**src/rtl/accum_token_scheduler_pkg.sv**
```systemverilog
// Shared definitions for the accumulator token path: scheduler states and
// token field layout (also used by the accumulator core to decode tokens).
package accum_token_scheduler_pkg;

  typedef enum logic [1:0] {
    ST_IDLE = 2'd0,
    ST_SCAN = 2'd1,
    ST_LEAP = 2'd2
  } sched_state_t;

  // Token layout, MSB first: leap, lst, [shift], sub, weights[nb*wd-1:0]
  function automatic int unsigned token_width(input int unsigned nb, input int unsigned wd,
                                              input bit rc);
    return nb * wd + (rc ? 32'd4 : 32'd3);
  endfunction

  function automatic int unsigned sub_bit(input int unsigned nb, input int unsigned wd);
    return nb * wd;
  endfunction

  function automatic int unsigned shift_bit(input int unsigned nb, input int unsigned wd);
    return nb * wd + 32'd1;
  endfunction

  function automatic int unsigned lst_bit(input int unsigned nb, input int unsigned wd,
                                          input bit rc);
    return token_width(nb, wd, rc) - 32'd2;
  endfunction

  function automatic int unsigned leap_bit(input int unsigned nb, input int unsigned wd,
                                           input bit rc);
    return token_width(nb, wd, rc) - 32'd1;
  endfunction

endpackage

```
**src/rtl/accum_token_scheduler_token_fifo2.sv**
```systemverilog
// Two-entry valid/ready FIFO holding outgoing tokens; head is presented
// directly so data stays stable while the consumer stalls.
module token_fifo2 #(
  parameter int unsigned W = 12
) (
  input  logic         clk,
  input  logic         rst,
  input  logic         push,
  input  logic [W-1:0] push_data,
  input  logic         pop,
  output logic         valid,
  output logic [W-1:0] data,
  output logic [1:0]   occ
);

  logic [W-1:0] mem [2];
  logic         wr_ptr;
  logic         rd_ptr;
  logic [1:0]   count;
  logic         do_push;
  logic         do_pop;

  assign do_pop  = pop && (count != 2'd0);
  assign do_push = push && ((count != 2'd2) || do_pop);

  always_ff @(posedge clk or posedge rst) begin
    if (rst) begin
      mem[0] <= '0;
      mem[1] <= '0;
      wr_ptr <= 1'b0;
      rd_ptr <= 1'b0;
      count  <= 2'd0;
    end else begin
      if (do_push) begin
        mem[wr_ptr] <= push_data;
        wr_ptr      <= ~wr_ptr;
      end
      if (do_pop) rd_ptr <= ~rd_ptr;
      count <= count + 2'(do_push) - 2'(do_pop);
    end
  end

  assign valid = (count != 2'd0);
  assign data  = mem[rd_ptr];
  assign occ   = count;

  // The scheduler's credit accounting must never push into a full FIFO.
  no_overflow: assert property (@(posedge clk) disable iff (rst)
    !(push && (count == 2'd2) && !do_pop));

endmodule

```
**src/rtl/accum_token_scheduler.sv**
```systemverilog
// Turns one frame of NA {en,sub} flags into a weight-token stream: one token
// per active input (last one marked lst), or a single leap token if none.
module accum_token_scheduler
  import accum_token_scheduler_pkg::*;
#(
  parameter int unsigned NA   = 4,
  parameter int unsigned NB   = 4,
  parameter int unsigned WD   = 2,
  parameter string       TYPE = "rc"
) (
  input  logic                                   iCLK,
  input  logic                                   iRST,
  input  logic                                   iValid_FR,
  output logic                                   oReady_FR,
  input  logic [2*NA-1:0]                        iData_FR,
  input  logic                                   iShift_FR,
  output logic                                   oRen_WM,
  output logic [((NA > 1) ? $clog2(NA) : 1)-1:0] oAddr_WM,
  input  logic [NB*WD-1:0]                       iData_WM,
  output logic                                   oValid_AS,
  input  logic                                   iReady_AS,
  output logic [token_width(NB, WD, (TYPE == "rc"))-1:0] oData_AS
);

  localparam bit          IS_RC   = (TYPE == "rc");
  localparam int unsigned AW      = (NA > 1) ? $clog2(NA) : 1;
  localparam int unsigned WW      = NB * WD;
  localparam int unsigned TW      = token_width(NB, WD, IS_RC);
  localparam int unsigned LEAP_B  = leap_bit(NB, WD, IS_RC);
  localparam int unsigned LST_B   = lst_bit(NB, WD, IS_RC);
  localparam int unsigned SHIFT_B = shift_bit(NB, WD);
  localparam int unsigned SUB_B   = sub_bit(NB, WD);

  sched_state_t    state, state_d;
  logic [AW-1:0]   ptr, ptr_d, last_q, last_c;
  logic [NA-1:0]   en_q, sub_q, en_in, sub_in;
  logic            shift_q;
  logic            infl_q, tag_lst_q, tag_sub_q;
  logic            load, leap_push, pop_fire, credit;
  logic [2:0]      load_sum;
  logic [1:0]      occ;
  logic            fifo_push;
  logic [TW-1:0]   push_tok;

  // Unpack frame flags and find the highest active input
  always_comb begin
    en_in  = '0;
    sub_in = '0;
    last_c = '0;
    for (int i = 0; i < NA; i++) begin
      en_in[i]  = iData_FR[2*i+1];
      sub_in[i] = iData_FR[2*i];
      if (iData_FR[2*i+1]) last_c = AW'(i);
    end
  end

  // A token popped this cycle frees its slot, keeping 1 token/cycle streaming
  assign pop_fire = oValid_AS && iReady_AS;
  assign load_sum = 3'(occ) + 3'(infl_q) - 3'(pop_fire);
  assign credit   = (load_sum < 3'd2);

  always_ff @(posedge iCLK or posedge iRST) begin
    if (iRST) begin
      state     <= ST_IDLE;
      ptr       <= '0;
      en_q      <= '0;
      sub_q     <= '0;
      shift_q   <= 1'b0;
      last_q    <= '0;
      infl_q    <= 1'b0;
      tag_lst_q <= 1'b0;
      tag_sub_q <= 1'b0;
    end else begin
      state  <= state_d;
      ptr    <= ptr_d;
      infl_q <= oRen_WM;
      if (load) begin
        en_q    <= en_in;
        sub_q   <= sub_in;
        shift_q <= iShift_FR;
        last_q  <= last_c;
      end
      if (oRen_WM) begin
        tag_lst_q <= (ptr == last_q);
        tag_sub_q <= sub_q[ptr];
      end
    end
  end

  always_comb begin
    state_d   = state;
    ptr_d     = ptr;
    oReady_FR = 1'b0;
    oRen_WM   = 1'b0;
    oAddr_WM  = '0;
    load      = 1'b0;
    leap_push = 1'b0;
    unique case (state)
      ST_IDLE: begin
        oReady_FR = 1'b1;
        if (iValid_FR) begin
          load    = 1'b1;
          ptr_d   = '0;
          state_d = (|en_in) ? ST_SCAN : ST_LEAP;
        end
      end
      ST_SCAN: begin
        if (!en_q[ptr] || credit) begin
          if (en_q[ptr]) begin
            oRen_WM  = 1'b1;
            oAddr_WM = ptr;
          end
          if (ptr == last_q) state_d = ST_IDLE;
          else               ptr_d   = ptr + AW'(1);
        end
      end
      ST_LEAP: begin
        if ((occ < 2'd2) && !infl_q) begin
          leap_push = 1'b1;
          state_d   = ST_IDLE;
        end
      end
      default: state_d = ST_IDLE;
    endcase
  end

  // Returning row data and the leap token never coincide (LEAP waits for no read in flight)
  always_comb begin
    push_tok = '0;
    if (infl_q) begin
      push_tok[WW-1:0] = iData_WM;
      push_tok[SUB_B]  = tag_sub_q;
      push_tok[LST_B]  = tag_lst_q;
    end else begin
      push_tok[LEAP_B] = 1'b1;
    end
    if (IS_RC) push_tok[SHIFT_B] = shift_q;
  end

  assign fifo_push = infl_q || leap_push;

  token_fifo2 #(.W(TW)) u_fifo (
    .clk       (iCLK),
    .rst       (iRST),
    .push      (fifo_push),
    .push_data (push_tok),
    .pop       (iReady_AS),
    .valid     (oValid_AS),
    .data      (oData_AS),
    .occ       (occ)
  );

endmodule

```
**config.mk**
```make
export PLATFORM = sky130hd
export DESIGN_NAME = accum_token_scheduler
export DESIGN_NICKNAME = d
export VERILOG_FILES = /design/src/rtl/accum_token_scheduler_pkg.sv /design/src/rtl/accum_token_scheduler_token_fifo2.sv /design/src/rtl/accum_token_scheduler.sv
export SDC_FILE = /design/constraint.sdc
export NUM_CORES = 1
export LEC_CHECK = 0
export BUFFER_PORTS_ARGS = -buffer_cell sky130_fd_sc_hd__buf_2
export CORE_UTILIZATION = 32
export CTS_BUF_LIST = sky130_fd_sc_hd__clkbuf_4
export CTS_CLUSTER_SIZE = 24
export DETAILED_ROUTE_END_ITERATION = 7
export HOLD_SLACK_MARGIN = 0.05
export SLEW_MARGIN = 25
export SYNTH_ARGS = -nofsm -noshare
export SYNTH_HDL_FRONTEND = slang
export SYNTH_HIERARCHICAL = 1
export SYNTH_SLANG_ARGS = --single-unit
```
**constraint.sdc**
```tcl
create_clock -name iCLK -period 3.5 [get_ports iCLK]
set_clock_uncertainty 0.05 [all_clocks]
set_input_delay 0.525 -clock iCLK [delete_from_list [all_inputs] [get_ports iCLK]]
set_output_delay 0.525 -clock iCLK [all_outputs]
set_load 0.02 [all_outputs]
```
==> results.ini, run 1 <==
[cts]
clock_sinks = 46
clk_pin_slew_worst_paths_ns = 0.13
clock_latency_ns = 0.35
cts_buffers = 5
cts_tree = done
cts.htree.levels = 2
clockBufferDepth = 2
cts_root_buf = clkbuf_4

[floorplanning]
rows = 30
initial_core_util = 0.336
die_w_um = 87.0
dieHeight_um = 87.0
die-area_sq_um = 7570
io-pin-count = 38
placeableCoreArea_sq_um = 6870

[worst_setup_path]
critical_path.slowest_cell = fa_2
path_max_fanout = 5
critical_path_class = flop to primary output
required_ns = 2.92
path_common_cell = and2_1
cp_cell_sequence = or2_2, and2_1, ha_1, nor2_2, fa_2, nor2_4, and3_4, and2_1, buf_4
max_stage_delay_ns = 0.49
path_buf_inv = 1
arrival_ns = 2.77
critical_path.top_delay_family = simple AND/OR/NAND/NOR gates
endpoint_kind = primary output
start_kind = flop

[final_layout]
post-route-util = 0.391
fin_nets = 250
fin_area_sq_um = 2680
area_growth_pct = 16.1
n_antenna_cell = 0
drive_above_1_share = 0.451

[yosys]
yosysTopAreaCell = dfrtp_1
synth.top_cell.area_share = 0.498
synth.area.top_cells = dfrtp_1 (50%), mux2_2 (17%), mux2_4 (5.2%)
synth_edf_count = 0
async_reset_ff_frac = 1.00
ys.flop_type = dfrtp_1
ys_seq_area_frac = 0.498
yosysMostFrequentCell = dfrtp_1
syn_area_sq_um = 2310
yosysWarningCount = 6
synth.distinct_cells = 36
synth_common_cells = dfrtp_1 (46), mux2_2 (34), and2_1 (14)
ys_ff_latch = 46
syn_area_per_cell_sq_um = 12.2
synthCells = 189
synth_fp_nets = 214

[route]
post-route-drc-count = 0
drtAntennaViolNets = 0
totalWireLength_mm = 4.31
drt-vias-per-instance = 4.58
first_pass_iters = 4
vias = 1476
drt-initial-drc-count = 55
wl_per_cell_um = 13.4

[global_routing]
grt.overflow.total = 0
grt_max_degree = 29
grt_usage = 0.128
grt_pass1_vias = 1534
antenna_found_initial = 0
grt_first_pass_wirelength_mm = 7.45

[place]
placed_area_sq_um = 2560
finalWeightedCongestion = 0.692
hpwl_mm = 3.11
portBuffers = 37

[timing]
setup_viol = 0
fmax_ghz = 0.299
final-hold-violation-count = 0
maxSlewHeadroom = 0.471
fin_crit_ns = 3.35
worst_pin_slew_ns = 0.792
fin_crit_sh = 0.956
hold_ws_ns = 0.182
drv_slew = 0

[job]
drv_cap = 0

[run_status]
outcome = complete, no violations

[power_and_ir_drop]
p_total_mw = 2.14
p_per_area_nw_per_um2 = 796
p_leak_nw = 1.27
peakVddDrop_mv = 0.354

[hold_path]
min_path_type = input pin to asynchronous set/reset pin

routing by layer:
metal  up-vias  part of all wire  global-route usage
met5         -                 0                   0
li1        724                 -                   -
met2        25              0.46               0.208
met4         0            0.0079              0.0409
met3         2             0.046              0.0332
met1       725              0.48               0.166
cells by family after synthesis:
| group | count (synthesis) | synth area share |
|---|---|---|
| AOI/OAI and AO/OA | 22 | 0.0579 |
| DFF | 46 | 0.498 |
| xor gates and xnor gates | 7 | 0.0265 |
| and+or+nand+nor | 46 | 0.114 |
| adders and majority gates | 4 | 0.0249 |
| buffers and inverters | 20 | 0.0401 |
| muxes | 44 | 0.239 |
where the power goes:
group / internal (mW) / switching, mW / total, mW
clock network: 0.167 / 0.163 / 0.330
logic: 0.478 / 0.424 / 0.901
registers: 0.726 / 0.179 / 0.905
final cells by class:
| type | instances | area, sq um |
|---|---|---|
| clock buffer | 7 | 52.6 |
| sequential | 46 | 1150 |
| multi-input combinational | 123 | 1090 |
| tap | 96 | 120 |
| clock inverter | 1 | 30.0 |
| timing repair buffer | 38 | 195 |
| inverter | 11 | 41.3 |
| fill | 675 | 4190 |
state kept, by name, summed over array words and instances, names as in the netlist:
name,count
en_q,4
infl_q,1
last_q,2
ptr,2
shift_q,1
state,2
sub_q,4
tag_lst_q,1
tag_sub_q,1
u_fifo/mem,24
u_fifo/occ,2
u_fifo/rd_ptr,1
u_fifo/wr_ptr,1
path summary, 6_finish.rpt:
kind                               startpoint  slack, ns  depth (start not counted)       endpoint
worst min register to register  u_fifo/wr_ptr       0.45                          1  u_fifo/wr_ptr
max in group asynchronous                iRST       2.75                          2         infl_q
worst min-delay path                     iRST       0.18                          2  u_fifo/occ[1]
worst max register to register  u_fifo/occ[1]       0.78                          8         ptr[0]
min in group iCLK                 iData_FR[0]       0.35                          2       sub_q[0]
worst max-delay path            u_fifo/occ[1]       0.15                          9    oAddr_WM[0]
stage by stage:
step / setup slack (ns) / std cells / setup TNS, ns
6_report: 0.155 / 322 / 0
5_1_grt: -0.00447 / 322 / -0.00447
4_1_cts: 0.0146 / 321 / 0
3_5_place_dp: 0.438 / 313 / 0
3_3_place_gp: 0.481 / 313 / 0
2_1_floorplan: 0.271 / 189 / 0
repair_timing:
item	CTS	global route
hold endpoints to repair	0	0
hold buffers	0	0
setup endpoints to repair	0	1
gates resized for setup	0	9
buffers inserted	0	1
layout by cell type (no fill, tap or decap), types with 2 or more instances in the layout:
cell	synthesis	layout
buf_4	0	2
dfrtp_1	46	44
ha_1	3	3
nand2_1	10	10
inv_1	11	10
and2_1	14	14
xnor2_1	4	3
mux2_2	34	34
nor2_1	10	8
xor2_1	3	3
nor2_2	1	2
o21ai_0	8	8
a21oi_1	5	5
o22ai_1	2	2
dfrtp_2	0	2
nand3_1	2	2
mux2_4	8	8
a311oi_1	2	2
nor2_4	1	2
buf_2	2	36
clkbuf_4	0	7
No activity file was read; power rests on OpenSTA's default activity.
==> run 2, diff against run 1 <==
clock period = 3.8 ns   (was 3.5 ns; I/O delays follow)
==> run 2 against run 1 <==
Effect of this change:
- setup slack improved by 0.13 ns
- global-route usage fell by 0.46 points
- critical path depth did not move
- non-clock buffer count down 1
- power shrank 11%
- critical path type unchanged
==> results.ini, run 2 (synthesized netlist as in run 1, its figures left out) <==
[cts]
clk_pin_slew_worst_paths_ns = 0.15  ; was 0.13 ns
ctsResizeCount = 0  ; unchanged
postCtsSetupRepairBufs = 0  ; unchanged
cts_root_buf = clkbuf_4  ; unchanged
clock_sinks = 46  ; unchanged
postCtsHoldBufs = 0  ; unchanged
cts.htree.levels = 2  ; unchanged
clock_latency_ns = 0.36  ; was 0.35 ns
clockBufferDepth = 2  ; unchanged
cts_buffers = 5  ; unchanged
cts_tree = done  ; unchanged

[final_layout]
fin_nets = 249  ; was 250
largest-register = u_fifo/mem  ; unchanged
n_antenna_cell = 0  ; unchanged
fin_area_sq_um = 2650  ; was 2680 sq um
reg_top3 = u_fifo/mem: 24 flops, en_q: 4 flops, sub_q: 4 flops  ; unchanged
largest_reg_flops = 24  ; unchanged
final_cell_mix = dfrtp_1 (46), buf_2 (37), mux2_2 (34)  ; was dfrtp_1 (44), buf_2 (36), mux2_2 (34)
area_growth_pct = 14.5  ; was 16.1%
final_common_cell = dfrtp_1  ; unchanged
drive_above_1_share = 0.422  ; was 0.451

[place]
portBuffers = 37  ; unchanged
pre_cts_ws_ns = 0.685  ; was 0.438 ns
placed_area_sq_um = 2560  ; unchanged
finalWeightedCongestion = 0.713  ; was 0.692
hpwl_mm = 2.96  ; was 3.11 mm

[power_and_ir_drop]
p_total_mw = 1.91  ; was 2.14 mW
p_per_area_nw_per_um2 = 722  ; was 796 nW/um^2
intPower_mw = 1.21  ; was 1.37 mW
swShare = 0.365  ; was 0.358
peakVddDrop_mv = 0.413  ; was 0.354 mV
p_switching_mw = 0.698  ; was 0.766 mW
p_clk_frac = 0.161  ; was 0.155
p_leak_nw = 1.26  ; was 1.27 nW
pwr-share-seq = 0.436  ; was 0.424
combPwrFrac = 0.403  ; was 0.422

[worst_setup_path]
start_kind = flop  ; unchanged
arrival_ns = 2.90  ; was 2.77 ns
r2r_setup_slack_ns = 1.07  ; was 0.78 ns
r2r-end = tag_lst_q  ; was ptr[0]
required_ns = 3.18  ; was 2.92 ns
critical_path.top_delay_family = simple AND/OR/NAND/NOR gates  ; unchanged
path_max_fanout = 7  ; was 5
reg2reg_from = u_fifo/occ[1]  ; unchanged
cp_cell_sequence = or2_2, and2_1, ha_1, nor2_1, fa_1, nor2_1, and3_2, and2_1, buf_2  ; was or2_2, and2_1, ha_1, nor2_2, fa_2, nor2_4, and3_4, and2_1, buf_4
max_stage_delay_ns = 0.48  ; was 0.49 ns
critical_path_class = flop to primary output  ; unchanged
critical_path.slowest_cell = dfrtp_1  ; was fa_2
path_buf_inv = 1  ; unchanged
reg2reg_depth = 8  ; unchanged
endpoint_kind = primary output  ; unchanged
startpoint = u_fifo/occ[1]  ; unchanged

[timing]
worst_pin_slew_ns = 0.769  ; was 0.792 ns
setup_viol = 0  ; unchanged
maxSlewHeadroom = 0.487  ; was 0.471
rsz0062_at_grt = false
drv_slew = 0  ; unchanged
fin_crit_sh = 0.925
final-hold-violation-count = 0  ; unchanged
fin_setup_tns_ns = 0  ; unchanged
fmax_ghz = 0.284
fin_crit_ns = 3.52
setup_slack_ns = 0.285  ; was 0.155 ns

[floorplanning]
die_w_um = 87.0  ; unchanged
placeableCoreArea_sq_um = 6870  ; unchanged
rows = 30  ; unchanged
initial_core_util = 0.336  ; unchanged
io-pin-count = 38  ; unchanged
dieHeight_um = 87.0  ; unchanged
die-area_sq_um = 7570  ; unchanged

[global_routing]
grt_first_pass_wirelength_mm = 7.18  ; was 7.45 mm
grt.overflow.total = 0  ; unchanged
grt_usage = 0.123  ; was 0.128
grt_pass1_vias = 1515  ; was 1534
antenna_found_initial = 0  ; unchanged
grt_max_degree = 29  ; unchanged

[job]
drv_cap = 0  ; unchanged

[route]
wl_per_cell_um = 13.1  ; was 13.4 um
post-route-drc-count = 0  ; unchanged
vias = 1466  ; was 1476
first_pass_iters = 3  ; was 4
drt-initial-drc-count = 35  ; was 55
totalWireLength_mm = 4.20  ; was 4.31 mm
drt-vias-per-instance = 4.57  ; was 4.58
drtAntennaViolNets = 0  ; unchanged

[run_status]
outcome = complete, no violations  ; unchanged

[hold_path]
min_path_type = input pin to asynchronous set/reset pin  ; unchanged

## run 2: cell types whose count changed in the layout (fill, tap and decap cells not counted), sizes merged
| cell | delta |
|---|---|
| buf | -1 |
| inv | +1 |
| clkbuf | -2 |
| clkinv | +1 |
## run 2: per-layer routing
metal / GRT usage / up-vias / wire length, um / share of wire
li1: - / 722 / - / -
met1: 0.162 / 715 / 2030 / 0.48
met2: 0.195 / 24 / 1930 / 0.46
met3: 0.0351 / 5 / 180 / 0.043
met4: 0.0409 / 0 / 56 / 0.013
met5: 0 / - / 0 / 0
## run 2: through the flow
stage,hold WS (ns),std cells,util
2_1_floorplan,0.409,189,-
3_3_place_gp,0.425,313,0.373
3_5_place_dp,0.429,313,0.373
4_1_cts,0.228,321,0.385
5_1_grt,0.233,321,0.385
6_report,0.209,321,0.385
## run 2: worst reg2reg max path, stage by stage, from the launching register on
cell and delay [ns]:
dfrtp_1 0.48, or2_2 0.34, and2_1 0.16, ha_1 0.26, nor2_1 0.12, fa_1 0.46, nor2_1 0.18, and3_2 0.26
mux2_2 0.34
## run 2: final cells by class
class | count | area (sq um)
well taps | 96 | 120
clock inverters | 3 | 43.8
repair buffers | 37 | 185
inverters | 11 | 41.3
flip-flops and latches | 46 | 1150
fillers | 694 | 4220
multi-input cells | 123 | 1070
clock buffers | 5 | 37.5
## run 2: worst max-delay path by stage
stage	to	cells past startpoint	slack, ns
after floorplan	oAddr_WM[0]	9	0.53
after global placement	oAddr_WM[0]	10	0.74
after detailed placement	oAddr_WM[0]	10	0.68
after CTS	oAddr_WM[0]	9	0.24
after global routing	oAddr_WM[0]	9	0.07
final	oAddr_WM[0]	9	0.28
## run 2: power by group through the flow
stage	combinational [mW]	clock (mW)	sequential, mW
CTS	0.782	0.320	0.837
floorplan	0.692	0	0.758
detailed placement	0.776	0	0.847
global placement	0.769	0	0.844
finish	0.769	0.307	0.833
global route	0.858	0.336	0.866
